## src/rtl/alu_mdu.sv

```systemverilog
// alu_mdu: multi-cycle RV32 execute unit (ALU, branch/JALR resolution, iterative MUL/DIV).
// Define ALU_MDU_DIV_EN to build the divider; without it ops 12-15 complete at once with err=1.
module alu_mdu #(
  parameter int XLEN = 32
) (
  input  logic            clk,
  input  logic            rst_n,
  input  logic            in_valid,
  output logic            in_ready,
  input  logic [3:0]      op,
  input  logic [XLEN-1:0] a,
  input  logic [XLEN-1:0] b,
  input  logic [XLEN-1:0] pc,
  input  logic [XLEN-1:0] offset,
  output logic            out_valid,
  input  logic            out_ready,
  output logic [XLEN-1:0] result,
  output logic            branch_taken,
  output logic [XLEN-1:0] branch_target,
  output logic            err
);
  localparam int SHW = $clog2(XLEN);
  localparam logic [SHW:0] LAST = (SHW+1)'(XLEN-1);
  localparam logic [3:0] OP_ADD = 4'd0, OP_SUB = 4'd1, OP_SLL = 4'd2, OP_SRL = 4'd3,
    OP_SRA = 4'd4, OP_BEQ = 4'd5, OP_BNE = 4'd6, OP_BLT = 4'd7, OP_BGE = 4'd8,
    OP_JALR = 4'd9, OP_MUL = 4'd10;
  typedef enum logic [1:0] {IDLE, MUL, DIV, DONE} state_t;
  state_t state_q, state_d;
  logic [3:0] op_q, op_d;
  logic [XLEN-1:0] a_q, a_d, result_q, res_d, target_q, tgt_d;
  logic [2*XLEN-1:0] acc_q, acc_d, mul_acc, div_acc;
  logic [SHW:0] cnt_q, cnt_d;
  logic taken_q, tk_d, err_q, err_d;
  logic accept, last, is_mul, is_div, eq, lt, alu_tk, div_go, div_fix, div_err;
  logic [XLEN-1:0] alu_res, alu_tgt, div_a, div_res, fast_res;
  logic [XLEN:0] mul_sum;
  assign accept = in_valid && in_ready;
  assign last = cnt_q == LAST;
  assign is_mul = op[3:1] == 3'b101;
  assign is_div = op[3:2] == 2'b11;
  assign eq = a == b;
  assign lt = $signed(a) < $signed(b);
  always_comb begin
    alu_res = '0;
    alu_tk = 1'b0;
    alu_tgt = '0;
    case (op)
      OP_ADD: alu_res = a + b;
      OP_SUB: alu_res = a - b;
      OP_SLL: alu_res = a << b[SHW-1:0];
      OP_SRL: alu_res = a >> b[SHW-1:0];
      OP_SRA: alu_res = $unsigned($signed(a) >>> b[SHW-1:0]);
      OP_BEQ, OP_BNE, OP_BLT, OP_BGE: begin
        alu_tk = op == OP_BEQ ? eq : op == OP_BNE ? !eq : op == OP_BLT ? lt : !lt;
        alu_tgt = alu_tk ? pc + offset : pc + XLEN'(4);
      end
      OP_JALR: begin
        alu_tk = 1'b1;
        alu_tgt = (a + offset) & ~XLEN'(1);
        alu_res = pc + XLEN'(4);
      end
      default: ;
    endcase
  end
  // shift-add: add multiplicand into the high half when the low bit is set, then shift right
  assign mul_sum = {1'b0, acc_q[2*XLEN-1:XLEN]} + (acc_q[0] ? {1'b0, a_q} : '0);
  assign mul_acc = {mul_sum, acc_q[XLEN-1:1]};
`ifdef ALU_MDU_DIV_EN
  logic [XLEN-1:0] b_q, b_d, a_mag, b_mag;
  logic negq_q, negq_d, negr_q, negr_d, fix_q, fix_d, sgn, ovf;
  logic [XLEN:0] diff;
  assign sgn = !op[0];
  assign a_mag = sgn && a[XLEN-1] ? -a : a;
  assign b_mag = sgn && b[XLEN-1] ? -b : b;
  assign ovf = sgn && a == {1'b1, {(XLEN-1){1'b0}}} && &b;
  assign div_go = is_div && b != '0 && !ovf;
  assign div_a = a_mag;
  assign fast_res = b == '0 ? (op[1] ? a : '1) : (op[1] ? '0 : a);
  // acc holds {remainder, dividend/quotient}; restore by keeping the shifted value on borrow
  assign diff = acc_q[2*XLEN-1:XLEN-1] - {1'b0, b_q};
  assign div_acc = diff[XLEN] ? {acc_q[2*XLEN-2:0], 1'b0} : {diff[XLEN-1:0], acc_q[XLEN-2:0], 1'b1};
  assign div_fix = fix_q;
  assign div_res = op_q[1] ? (negr_q ? -acc_q[2*XLEN-1:XLEN] : acc_q[2*XLEN-1:XLEN])
                           : (negq_q ? -acc_q[XLEN-1:0] : acc_q[XLEN-1:0]);
  assign div_err = 1'b0;
  always_comb begin
    b_d = accept ? b_mag : b_q;
    negq_d = accept ? sgn && (a[XLEN-1] ^ b[XLEN-1]) : negq_q;
    negr_d = accept ? sgn && a[XLEN-1] : negr_q;
    fix_d = accept ? 1'b0 : (state_q == DIV && last) ? 1'b1 : fix_q;
  end
  always_ff @(posedge clk) begin
    if (!rst_n) begin
      b_q <= '0;
      negq_q <= 1'b0;
      negr_q <= 1'b0;
      fix_q <= 1'b0;
    end else begin
      b_q <= b_d;
      negq_q <= negq_d;
      negr_q <= negr_d;
      fix_q <= fix_d;
    end
  end
`else
  assign div_go = 1'b0;
  assign div_a = '0;
  assign fast_res = '0;
  assign div_acc = '0;
  assign div_fix = 1'b0;
  assign div_res = '0;
  assign div_err = 1'b1;
`endif
  always_comb begin
    case (state_q)
      IDLE: state_d = !accept ? IDLE : is_mul ? MUL : div_go ? DIV : DONE;
      MUL: state_d = last ? DONE : MUL;
      DIV: state_d = div_fix ? DONE : DIV;
      default: state_d = out_ready ? IDLE : DONE;
    endcase
  end
  always_comb begin
    op_d = accept ? op : op_q;
    a_d = accept ? a : a_q;
    acc_d = accept ? {{XLEN{1'b0}}, is_div ? div_a : b}
          : state_q == MUL ? mul_acc
          : (state_q == DIV && !div_fix) ? div_acc : acc_q;
    cnt_d = accept ? '0 : ((state_q == MUL || state_q == DIV) && !last) ? cnt_q + 1'b1 : cnt_q;
    res_d = result_q;
    tk_d = taken_q;
    tgt_d = target_q;
    err_d = err_q;
    if (state_d == DONE && state_q != DONE) begin
      res_d = state_q == MUL ? (op_q == OP_MUL ? mul_acc[XLEN-1:0] : mul_acc[2*XLEN-1:XLEN])
            : state_q == DIV ? div_res : is_div ? fast_res : alu_res;
      tk_d = state_q == IDLE && alu_tk;
      tgt_d = state_q == IDLE ? alu_tgt : '0;
      err_d = state_q == IDLE && is_div && div_err;
    end
  end
  always_ff @(posedge clk) begin
    if (!rst_n) begin
      state_q <= IDLE;
      op_q <= '0;
      a_q <= '0;
      acc_q <= '0;
      cnt_q <= '0;
      result_q <= '0;
      taken_q <= 1'b0;
      target_q <= '0;
      err_q <= 1'b0;
    end else begin
      state_q <= state_d;
      op_q <= op_d;
      a_q <= a_d;
      acc_q <= acc_d;
      cnt_q <= cnt_d;
      result_q <= res_d;
      taken_q <= tk_d;
      target_q <= tgt_d;
      err_q <= err_d;
    end
  end
  always_comb begin
    in_ready = state_q == IDLE;
    out_valid = state_q == DONE;
  end
  assign result = result_q;
  assign branch_taken = taken_q;
  assign branch_target = target_q;
  assign err = err_q;
endmodule

```

## config.mk

```make
export PLATFORM = sky130hd
export DESIGN_NAME = alu_mdu
export DESIGN_NICKNAME = d
export VERILOG_FILES = /design/src/rtl/alu_mdu.sv
export SDC_FILE = /design/constraint.sdc
export NUM_CORES = 1
export LEC_CHECK = 0
export CAP_MARGIN = 20
export CORE_AREA = 5 5 266 268
export CTS_CLUSTER_DIAMETER = 40
export DETAILED_ROUTE_END_ITERATION = 8
export DIE_AREA = 0 0 271 273
export GPL_TIMING_DRIVEN = 0
export PLACE_DENSITY = 0.49
export SLEW_MARGIN = 5
export SYNTH_ARGS = -nofsm -noshare
export SYNTH_HDL_FRONTEND = slang
export SYNTH_SLANG_ARGS = --single-unit
```

## constraint.sdc

```tcl
create_clock -name clk -period 5.75 [get_ports clk]
set_input_delay 1.15 -clock clk [delete_from_list [all_inputs] [get_ports clk]]
set_output_delay 1.15 -clock clk [all_outputs]
set_load 0.01 [all_outputs]
```

==> results.py <==
metrics = {
    "outcome": {
        "status": "complete, no violations",
    },
    "floorplan": {
        "num_rows": 96,
        "chip_height_um": 273,
        "die_w_um": 271,
        "boundaryPins": 204,
        "core_region_area_um2": 68100,
        "design.die.area_um2": 74000,
        "initial_utilization_pct": 29.7,
    },
    "clock_network": {
        "clock_buffers_created_by_tritoncts": 17,
        "ctsLongestPathBuffers": 2,
        "cts.sinks": 174,
        "cts-root-buf": "sky130_fd_sc_hd__clkbuf_16",
        "cts-hold-fix-buffers": 0,
        "worst_setup_hold_path_clk_slew_ps": 80,
        "insertion_delay_ps": 460,
        "tritoncts_clock_tree": "done",
        "ctsHtreeMaxLevel": 4,
    },
    "timing": {
        "tns_ps": 0,
        "whs_ps": 452,
        "fin_worst_skew_ps": 16.3,
        "final.period_utilization_pct": 97.3,
        "timing.final.hold_violations": 0,
        "minimum_clock_period_ps": 5600,
        "postLayoutSetupSlackWorst_ps": 154,
        "fmax_mhz": 179,
        "worst_slew_margin_rel_pct": 16.6,
        "actual_transition_at_the_worst_max_transition_pin_ps": 1250,
        "setup_repair_after_global_routing_missed_its_margin": "false",
        "setup_viol_count_final": 0,
        "maxSlewViolCount": 0,
    },
    "pwr": {
        "leakagePower_nw": 9.23,
        "max-vdd-ir-drop_v": 0.000174,
        "totalPowerFinal_mw": 5.05,
        "pwr_density_cell_nw_per_um2": 209,
    },
    "routing": {
        "drcViolationCount": 0,
        "dr.pass1.iters": 8,
        "drt-total-wl_um": 118000,
        "mean_number_of_vias_per_cell": 6.22,
        "antenna_left": 0,
        "avgRoutedWirePerCell_um": 30.7,
        "routed-via-count": 23962,
        "drt_iter0_drc": 2719,
    },
    "setup_path": {
        "worstPathArrival_ps": 5920,
        "worstSetupStartpointType": "input pin",
        "worst-setup-path-type": "input pin to flip-flop",
        "critical_path.reg2reg.endpoint": "result[26]$_SDFFE_PN0P_",
        "r2r_cells": 13,
        "critical_path_required_ps": 6070,
        "r2r_start": "state_q[0]$_SDFF_PN0_",
        "end_kind": "flip-flop",
        "r2r_setup_slk_ps": 1340,
        "crit_path_max_fanout": 19,
    },
    "yosys": {
        "synthesis.yosys.warnings": 0,
        "number_of_enable_flip_flop_cells_after_synthesis": 0,
        "synthSimpleGateAreaFrac_pct": 21.2,
        "yosysSeqAreaShare_pct": 17.2,
        "synth_common_cells": "sky130_fd_sc_hd__nor2_1, sky130_fd_sc_hd__a21oi_1, sky130_fd_sc_hd__nand2_1",
        "postSynth.topFlopCell": "sky130_fd_sc_hd__dfxtp_1",
        "ys_ff_latch": 174,
        "synthXorXnorAreaFrac_pct": 5.84,
        "yosysTopAreaCell": "sky130_fd_sc_hd__dfxtp_1",
        "synth_area_per_cell_um2": 7.43,
        "synth_most_common_cell": "sky130_fd_sc_hd__nor2_1",
        "synth.lib_cells_used.distinct": 98,
        "synth-compound-area-share_pct": 30.2,
        "syn-instance-count": 2724,
        "synth_adder_area_share_pct": 10.6,
        "synth.cell_area_um2": 20200,
        "largest_family_of_logic_cells_by_synthesized_area": "compound AO/OA/AOI/OAI gates",
        "netlist.area_leader.share_pct": 17.2,
        "synth-async-reset-ratio_pct": 0,
        "synth_top_cells_by_area": "sky130_fd_sc_hd__dfxtp_1, sky130_fd_sc_hd__ha_1, sky130_fd_sc_hd__a21oi_1",
        "synth_mux_area_share_pct": 9.93,
        "postSynthNetCount": 3028,
    },
    "worst_hold_path": {
        "hold_path.startpoint": "a_q[20]$_SDFFE_PN0P_",
        "min_delay_path_depth": 2,
        "timing.hold.worst_endpoint": "a_q[20]$_SDFFE_PN0P_",
        "holdCritPathClass": "flip-flop to flip-flop",
    },
    "grt": {
        "grt_max_degree": 20,
        "number_of_global_route_vias_before_repair": 22916,
        "antenna_found_initial": 5,
        "grt_first_pass_wirelength_um": 166000,
        "grt_util_all_layers_pct": 30.4,
        "grt_total_ovfl": 0,
    },
    "placement": {
        "gp_congestion": 1.00,
        "io_buffers": 202,
        "place_worst_setup_slack_ps": -1160,
        "placedInstanceArea_um2": 23500,
        "hpwlAfterDp_um": 94800,
    },
    "final_layout": {
        "final_nets": 3258,
        "fillerInstances": 7212,
        "fraction_of_layout_instances_using_a_drive_strength_above_1_pct": 6.27,
        "fin_area_um2": 24200,
        "area_growth_pct": 19.4,
    },
    "job": {
        "max_cap_violation_count": 0,
    },
}
report_power, final:
| group | leakage [nW] | total (mW) | switching (mW) | internal (mW) |
|---|---|---|---|---|
| Sequential | 1.42 | 1.40 | 0.0943 | 1.30 |
| Clock | 0.302 | 1.29 | 0.619 | 0.668 |
| Combinational | 7.51 | 2.37 | 1.56 | 0.816 |
| Total | 9.23 | 5.05 | 2.27 | 2.79 |
per-layer routing:
layer	wire length [um]	global-route usage, %	vias to the layer above
met4	5050	11.2	0
met3	9430	4.38	215
li1	-	-	10658
met2	52700	48.8	1314
met1	51000	41.5	11775
met5	0	0	-
cells by family after synthesis:
family / after synthesis
buf+inv: 257
xor+xnor: 135
flops: 174
compound gates: 926
fa+ha+maj: 168
mux: 137
simple gates: 927
what timing repair did:
| item | 4_1_cts | 5_1_grt |
|---|---|---|
| setup endpoints to repair | 53 | 36 |
| gates resized for setup | 4 | 6 |
| hold endpoints to repair | 0 | 0 |
| setup buffers | 0 | 0 |
cells in the final DEF (no fill, tap or decap), types with 23 or more instances in the layout:
| cell | n |
|---|---|
| sky130_fd_sc_hd__clkbuf_1 | 113 |
| sky130_fd_sc_hd__mux4_2 | 48 |
| sky130_fd_sc_hd__nor2b_1 | 26 |
| sky130_fd_sc_hd__o21ai_1 | 39 |
| sky130_fd_sc_hd__xor2_1 | 45 |
| sky130_fd_sc_hd__nand3_1 | 50 |
| sky130_fd_sc_hd__xnor2_1 | 90 |
| sky130_fd_sc_hd__a21oi_1 | 284 |
| sky130_fd_sc_hd__a21o_1 | 50 |
| sky130_fd_sc_hd__nor2_1 | 310 |
| sky130_fd_sc_hd__a222oi_1 | 35 |
| sky130_fd_sc_hd__inv_1 | 82 |
| sky130_fd_sc_hd__clkdlybuf4s50_1 | 202 |
| sky130_fd_sc_hd__dfxtp_1 | 174 |
| sky130_fd_sc_hd__a221oi_1 | 25 |
| sky130_fd_sc_hd__o21ai_0 | 138 |
| sky130_fd_sc_hd__mux2i_1 | 60 |
| sky130_fd_sc_hd__nor3_1 | 60 |
| sky130_fd_sc_hd__a211oi_1 | 29 |
| sky130_fd_sc_hd__buf_2 | 29 |
| sky130_fd_sc_hd__and2_1 | 44 |
| sky130_fd_sc_hd__and3_1 | 23 |
| sky130_fd_sc_hd__ha_1 | 163 |
| sky130_fd_sc_hd__a22oi_1 | 46 |
| sky130_fd_sc_hd__nand4_1 | 24 |
| sky130_fd_sc_hd__o211ai_1 | 34 |
| sky130_fd_sc_hd__a31oi_1 | 27 |
| sky130_fd_sc_hd__o22ai_1 | 25 |
| sky130_fd_sc_hd__nand2_1 | 281 |
final cells by class:
type	count	area, um2	area share [%]
antenna	1	2.50	0.0104
buffer	162	677	2.80
clock buffer	17	425	1.76
clock inverter	15	203	0.839
inverter	92	349	1.44
multi-input combinational	2293	15800	65.2
sequential	174	3480	14.4
tap	882	1100	4.57
timing repair buffer	214	2170	8.97
sequential cells by signal, summed over array words and instances, names as in the netlist:
| signal | flops |
|---|---|
| branch_target | 32 |
| acc_q | 64 |
| op_q | 4 |
| branch_taken | 1 |
| result | 32 |
| state_q | 2 |
| cnt_q | 6 |
| a_q | 32 |
| err | 1 |
through the flow:
step,cells,utilization [%]
4_1_cts,3847,35.4
3_5_place_dp,3818,34.5
2_1_floorplan,2724,-
6_report,3850,35.5
5_1_grt,3849,35.5
3_3_place_gp,3808,34.3
worst max-delay path, stage by stage:
cell and delay (ps):
sky130_fd_sc_hd__clkdlybuf4s50_1 500, sky130_fd_sc_hd__buf_2 240, sky130_fd_sc_hd__inv_2 240, sky130_fd_sc_hd__buf_2 380, sky130_fd_sc_hd__buf_6 300, sky130_fd_sc_hd__ha_1 290
sky130_fd_sc_hd__buf_6 140, sky130_fd_sc_hd__nand2b_1 160, sky130_fd_sc_hd__a221oi_1 440, sky130_fd_sc_hd__o211ai_1 290, sky130_fd_sc_hd__and2_1 230, sky130_fd_sc_hd__a21oi_1 250
sky130_fd_sc_hd__xnor2_1 260, sky130_fd_sc_hd__o221ai_1 290, sky130_fd_sc_hd__a221oi_1 640, sky130_fd_sc_hd__nor2_1 100
how the worst max path moves through the flow:
stage / cells past startpoint / startpoint / to / slack [ps]
2_1_floorplan: 17 / b[2] / result[31]$_SDFFE_PN0P_ / 940
3_3_place_gp: 18 / b[2] / result[24]$_SDFFE_PN0P_ / -1170
3_5_place_dp: 18 / b[2] / result[24]$_SDFFE_PN0P_ / -1160
4_1_cts: 17 / b[2] / result[24]$_SDFFE_PN0P_ / 40
5_1_grt: 15 / b[1] / result[19]$_SDFFE_PN0P_ / 10
6_report: 16 / b[2] / result[14]$_SDFFE_PN0P_ / 150
Power figures use the tool's default switching activity.
